===== src/rtl/stack_pkg.sv =====
// Shared definitions for the stack pointer unit.
//
// Contents:
//   op_e      - command opcodes; bit1 = jump control involved, bit0 = memory read
//   state_e   - FSM states of stack_pointer_unit
//   op_writes - true for opcodes that store to the stack (PUSH/CALL)
//   op_jumps  - true for opcodes that involve jump control (CALL/RET)
package stack_pkg;

    typedef enum logic [1:0] {
        OP_PUSH = 2'd0,
        OP_POP  = 2'd1,
        OP_CALL = 2'd2,
        OP_RET  = 2'd3
    } op_e;

    typedef enum logic {
        ST_IDLE  = 1'b0,
        ST_ISSUE = 1'b1
    } state_e;

    function automatic logic op_writes(input op_e op);
        return ~op[0];
    endfunction

    function automatic logic op_jumps(input op_e op);
        return op[1];
    endfunction

endpackage


===== src/rtl/stack_pointer_unit.sv =====
// Stack pointer unit: tracks a full-descending stack pointer and issues one
// memory access per accepted command. PUSH/CALL pre-decrement the pointer and
// write; POP/RET read at the pointer and post-increment. Commands that would
// overflow or underflow the stack are dropped and raise sticky error flags.
//
// Ports:
//   clk        - clock, rising edge
//   rst        - synchronous active-high reset
//   cmd_valid  - command request
//   cmd_op     - PUSH=0, POP=1, CALL=2, RET=3
//   cmd_ready  - unit is idle and can accept a command
//   mem_valid  - memory access request, held until mem_ack
//   mem_addr   - access address
//   mem_we     - 1 = write (PUSH/CALL), 0 = read (POP/RET)
//   mem_jump   - cmd_op[1] of the access in flight
//   mem_ack    - memory access complete (ignored when idle)
//   sp         - current stack pointer
//   depth      - occupied entries
//   full/empty - depth == DEPTH / depth == 0
//   err_ovf    - sticky: push-type command while full
//   err_unf    - sticky: pop-type command while empty
//   err_clr    - clears both sticky flags; a same-cycle error set wins
//
// States:
//   ST_IDLE  | waiting for a command, cmd_ready high
//   ST_ISSUE | mem_valid high, waiting for mem_ack
module stack_pointer_unit
    import stack_pkg::*;
#(
    parameter int                ADDR_W       = 8,
    parameter logic [ADDR_W-1:0] STACK_TOP    = 8'h3E,
    parameter logic [ADDR_W-1:0] STACK_BOTTOM = 8'h00,
    parameter int                WORD_BYTES   = 2,
    localparam int               DEPTH        = (int'(STACK_TOP) - int'(STACK_BOTTOM)) / WORD_BYTES
) (
    input  logic                       clk,
    input  logic                       rst,
    input  logic                       cmd_valid,
    input  logic [1:0]                 cmd_op,
    output logic                       cmd_ready,
    output logic                       mem_valid,
    output logic [ADDR_W-1:0]          mem_addr,
    output logic                       mem_we,
    output logic                       mem_jump,
    input  logic                       mem_ack,
    output logic [ADDR_W-1:0]          sp,
    output logic [$clog2(DEPTH+1)-1:0] depth,
    output logic                       full,
    output logic                       empty,
    output logic                       err_ovf,
    output logic                       err_unf,
    input  logic                       err_clr
);

    localparam int                 DEPTH_W   = $clog2(DEPTH + 1);
    localparam logic [ADDR_W-1:0]  STEP      = ADDR_W'(WORD_BYTES);
    localparam logic [DEPTH_W-1:0] DEPTH_MAX = DEPTH_W'(DEPTH);
    localparam logic [DEPTH_W-1:0] DEPTH_ONE = DEPTH_W'(1);

    // Reject stack geometries that cannot be walked in whole words.
    generate
        if (((int'(STACK_TOP) - int'(STACK_BOTTOM)) % WORD_BYTES) != 0) begin : g_bad_step
            $error("stack_pointer_unit: STACK_TOP-STACK_BOTTOM must be a multiple of WORD_BYTES");
        end
        if (int'(STACK_TOP) <= int'(STACK_BOTTOM)) begin : g_bad_range
            $error("stack_pointer_unit: STACK_TOP must be above STACK_BOTTOM");
        end
        if (WORD_BYTES <= 0) begin : g_bad_word
            $error("stack_pointer_unit: WORD_BYTES must be positive");
        end
    endgenerate

    state_e            state;
    op_e               op;
    logic [ADDR_W-1:0] sp_dec;
    logic [ADDR_W-1:0] sp_inc;
    logic              room_below;
    logic              room_above;
    logic              push_ok;
    logic              pop_ok;

    assign op     = op_e'(cmd_op);
    assign sp_dec = sp - STEP;
    assign sp_inc = sp + STEP;

    // Distance-based checks: the subtractions cannot wrap while sp stays
    // inside [STACK_BOTTOM, STACK_TOP], so the pointer never leaves that range
    // even if depth and sp were somehow to disagree.
    assign room_below = (sp - STACK_BOTTOM) >= STEP;
    assign room_above = (STACK_TOP - sp) >= STEP;
    assign push_ok    = !full && room_below;
    assign pop_ok     = !empty && room_above;

    assign full      = (depth == DEPTH_MAX);
    assign empty     = (depth == '0);
    assign cmd_ready = (state == ST_IDLE);

    always_ff @(posedge clk) begin
        if (rst) begin
            state     <= ST_IDLE;
            sp        <= STACK_TOP;
            depth     <= '0;
            mem_valid <= 1'b0;
            mem_addr  <= STACK_TOP;
            mem_we    <= 1'b0;
            mem_jump  <= 1'b0;
            err_ovf   <= 1'b0;
            err_unf   <= 1'b0;
        end else begin
            // Clear first so an error raised below in the same cycle wins.
            if (err_clr) begin
                err_ovf <= 1'b0;
                err_unf <= 1'b0;
            end

            case (state)
                ST_IDLE: begin
                    if (cmd_valid) begin
                        if (op_writes(op)) begin
                            if (push_ok) begin
                                sp        <= sp_dec;
                                mem_addr  <= sp_dec;
                                mem_we    <= 1'b1;
                                mem_jump  <= op_jumps(op);
                                mem_valid <= 1'b1;
                                depth     <= depth + DEPTH_ONE;
                                state     <= ST_ISSUE;
                            end else begin
                                err_ovf <= 1'b1;
                            end
                        end else begin
                            if (pop_ok) begin
                                sp        <= sp_inc;
                                mem_addr  <= sp;
                                mem_we    <= 1'b0;
                                mem_jump  <= op_jumps(op);
                                mem_valid <= 1'b1;
                                depth     <= depth - DEPTH_ONE;
                                state     <= ST_ISSUE;
                            end else begin
                                err_unf <= 1'b1;
                            end
                        end
                    end
                end

                ST_ISSUE: begin
                    if (mem_ack) begin
                        mem_valid <= 1'b0;
                        state     <= ST_IDLE;
                    end
                end

                default: begin
                    mem_valid <= 1'b0;
                    state     <= ST_IDLE;
                end
            endcase
        end
    end

endmodule


===== config.mk =====
export PLATFORM = sky130hd
export DESIGN_NAME = stack_pointer_unit
export DESIGN_NICKNAME = d
export VERILOG_FILES = /design/src/rtl/stack_pkg.sv /design/src/rtl/stack_pointer_unit.sv
export SDC_FILE = /design/constraint.sdc
export NUM_CORES = 1
export LEC_CHECK = 0
export CORE_MARGIN = 2
export CORE_UTILIZATION = 45
export CTS_BUF_LIST = sky130_fd_sc_hd__clkbuf_8
export DETAILED_ROUTE_END_ITERATION = 16
export PLACE_DENSITY = 0.72
export SYNTH_ARGS = -nofsm -noshare
export SYNTH_HDL_FRONTEND = slang
export SYNTH_SLANG_ARGS = --single-unit

===== constraint.sdc =====
create_clock -name clk -period 3.4 [get_ports clk]
set_clock_uncertainty 0.15 [all_clocks]
set_input_delay 0.68 -clock clk [delete_from_list [all_inputs] [get_ports clk]]
set_output_delay 0.68 -clock clk [all_outputs]
set_load 0.01 [all_outputs]

==> impl_results.md <==
* Outcome: complete, no violations
* Final worst setup slack at 0.654 ns
* Antenna violations before repair at 0
* Fillers at 293
* Commonest non-fill, non-tap cells in the layout: 33 x clkdlybuf4s50_1, 25 x dfxtp_1, 17 x nand2_1
* Gpl congestion at 0.867
* Clk root buf: clkbuf_8
* Nets@finish at 225
* Syn Inst Count at 175
* Vias in the first global route at 1248
* Critical path required time at 2.57 ns
* Main flop type after synthesis: dfxtp_1
* Ys Warns at 0
* Max cap viols at 0
* F_max at 364 MHz
* Drt wl/cell at 13.2 um
* FP Rows at 20
* Reg-to-reg startpoint: sp[6]$_SDFFE_PP0P_
* CP max stage delay at 0.57 ns
* WP buf/inv at 1
* Starting density of the core at 47.4%
* Max-slew violation count at 0
* Clock slew at reported path FFs at 0.09 ns
* Critical-path top delay cell: or4_1
* Tcrit/Tclk final at 80.8%
* Num CTS Buffers at 3
* Commonest non-fill, non-tap cell in the layout: clkdlybuf4s50_1
* Initial DRC Count at 57
* Via count at 1322
* #FFs+latches synth at 25
* Die Footprint at 3720 um2
* Setup crit start: depth[1]$_SDFFE_PP0P_
* Latest clock arrival within the worst-skew pair at 0.27 ns
* Leakage power figure at 0.000745 uW
* Crit path max fanout at 6
* FF-to-FF End: sp[4]$_SDFFE_PP1P_
* Total GRT Usage at 19.7%
* Diode count at 0
* Hold buffers post-CTS at 0
* Critical Path AT at 1.92 ns
* Avg Cell Area, Syn at 8.34 um2
* CP delay by family, top: simple AND/OR/NAND/NOR gates
* Max VDD drop at 374 uV
* Synth-to-layout area growth at 27.5%
* Distinct cell type count of the synthesized netlist at 46
* CTS tree: built
* H-tree level count at 1
* Fin. Hold Viols at 0
* Post-synthesis async set-or-reset flop share at 0%
* Design Power at 819 uW
* Crit-path cells: or4_1 -> nor2_1 -> clkdlybuf4s50_1
* IO Pins at 36
* Post-synth EDFFs at 0
* CP startpoint kind: flip-flop
* Setup CP Type: reg -> out
* Layout cells sized above 1 at 6.80%
* First-pass GRT wire length at 5400 um
* DP Cell Count at 246
* Worst setup EP type: primary output
* Vias/cell at 5.29
* Clock Path Buffers at 2
* Synthesized area at 1460 um2
* Sequential-to-total area share from yosys stat at 34.3%
* Non-filler cells in the finished layout at 250
* Total congestion overflow at 0
* Setup violations, final at 0
* RSZ-0062 raised after global routing: false
* Max-slew headroom at 57.2%
* Final wirelength at 3300 um
* Sequential Area at 500 um2
* Reg2reg path depth at 7
* Port Buffers at 33
* CP endpoint: empty
* Hold slack at 0.312 ns
* R2R Setup Slk at 0.71 ns
* Post-Place Worst Slack at 0.441 ns
* Die W at 61.0 um
* Hpwl dp at 2430 um
* Multi-input gate area in the final layout at 852 um2
* Post-CTS Setup Repair Bufs at 0
* Largest net degree at the start of global routing at 18
* Post-layout minimum cycle time at 2.75 ns
* # DRC at 0
* Min-delay worst type: reg -> reg
* Worst-Margin Slew at 0.642 ns
* P per Cell Area at 440 nW/um2
* Number of stages on the worst setup path at 3
* Clock sink count at 25
* CORE AREA at 3080 um2
* TNS Setup at 0 ns
* Post-CTS resize count at 0
* TritonRoute pass-1 iters at 4
* Antenna Nets Post-Route at 0
* Die height at 61.0 um
-- sequential cells by signal (all words and copies together), names as in the netlist --
register and count:
mem_jump 1, depth 5, mem_valid 1, sp 7
err_ovf 1, err_unf 1, state 1, mem_we 1
mem_addr 7
-- how the worst min path moves through the flow --
stage | start | endpoint | slack [ns] | cells after the start
5_1_grt | mem_jump$_SDFFE_PP0P_ | mem_jump$_SDFFE_PP0P_ | 0.34 | 2
3_5_place_dp | mem_jump$_SDFFE_PP0P_ | mem_jump$_SDFFE_PP0P_ | 0.30 | 2
2_1_floorplan | state$_SDFF_PP0_ | state$_SDFF_PP0_ | 0.32 | 2
6_report | mem_jump$_SDFFE_PP0P_ | mem_jump$_SDFFE_PP0P_ | 0.31 | 2
3_3_place_gp | mem_jump$_SDFFE_PP0P_ | mem_jump$_SDFFE_PP0P_ | 0.29 | 2
4_1_cts | mem_jump$_SDFFE_PP0P_ | mem_jump$_SDFFE_PP0P_ | 0.31 | 2
-- area by class of cell --
class	instances	area share, %
timing repair buffer	38	19.8
clock inverter	1	0.202
tap	44	2.96
inverter	11	2.22
sequential	25	26.9
multi-input combinational	128	45.8
clock buffer	3	2.22
-- layer usage --
| layer | share of wire, % | up-vias | routed length, um | global-route usage [%] |
|---|---|---|---|---|
| li1 | - | 663 | - | - |
| met1 | 46 | 609 | 1510 | 26.0 |
| met2 | 47 | 44 | 1540 | 31.0 |
| met3 | 6.0 | 6 | 199 | 4.26 |
| met4 | 1.5 | 0 | 49 | 8.39 |
| met5 | 0 | - | 0 | 0 |
-- cell families after synthesis --
kind of cell,share of synthesized area [%]
xor gates and xnor gates,4.80
adders and majority gates,9.94
other,0.257
muxes,1.46
AOI/OAI and AO/OA,17.5
buffers and inverters,8.14
DFF,34.3
and+or+nand+nor,23.7
-- stage by stage --
| stage | utilization [%] | cell area, um2 |
|---|---|---|
| 2_1_floorplan | - | 1460 |
| 3_3_place_gp | 59.0 | 1820 |
| 3_5_place_dp | 59.0 | 1820 |
| 4_1_cts | 60.5 | 1860 |
| 5_1_grt | 60.5 | 1860 |
| 6_report | 60.5 | 1860 |
-- report_power, final --
| part | internal, uW | leakage [uW] | switching [uW] |
|---|---|---|---|
| clock network | 80.9 | 0.0000269 | 94.3 |
| registers | 323 | 0.000205 | 38.7 |
| logic | 143 | 0.000513 | 139 |
| total | 547 | 0.000745 | 272 |
-- cells in the mapped netlist (2+ instances only) --
cell type	count	area, um2
a21oi_1	15	75.1
or4_1	2	15.0
buf_4	4	30.0
inv_1	10	37.5
and3_1	3	18.8
buf_6	2	22.5
nand4_1	2	12.5
nor3_1	5	25.0
o21ai_0	9	45.0
xnor2_1	7	61.3
o211ai_1	2	15.0
nor2_1	16	60.1
clkbuf_1	4	15.0
dfxtp_1	25	500
or3b_1	2	17.5
nand2b_1	4	25.0
o31ai_1	2	15.0
nand3_1	5	25.0
nand2_1	17	63.8
buf_2	2	10.0
ha_1	10	125
a211oi_1	3	22.5
-- worst reg2reg max path: stages, from the launching register on --
cell	delay [ns]
dfxtp_1	0.39
inv_1	0.13
ha_1	0.17
or4b_1	0.45
a311oi_2	0.40
o32a_1	0.44
nor3_1	0.09
or3b_1	0.35
Note: power is estimated with default switching activity, not from simulation.
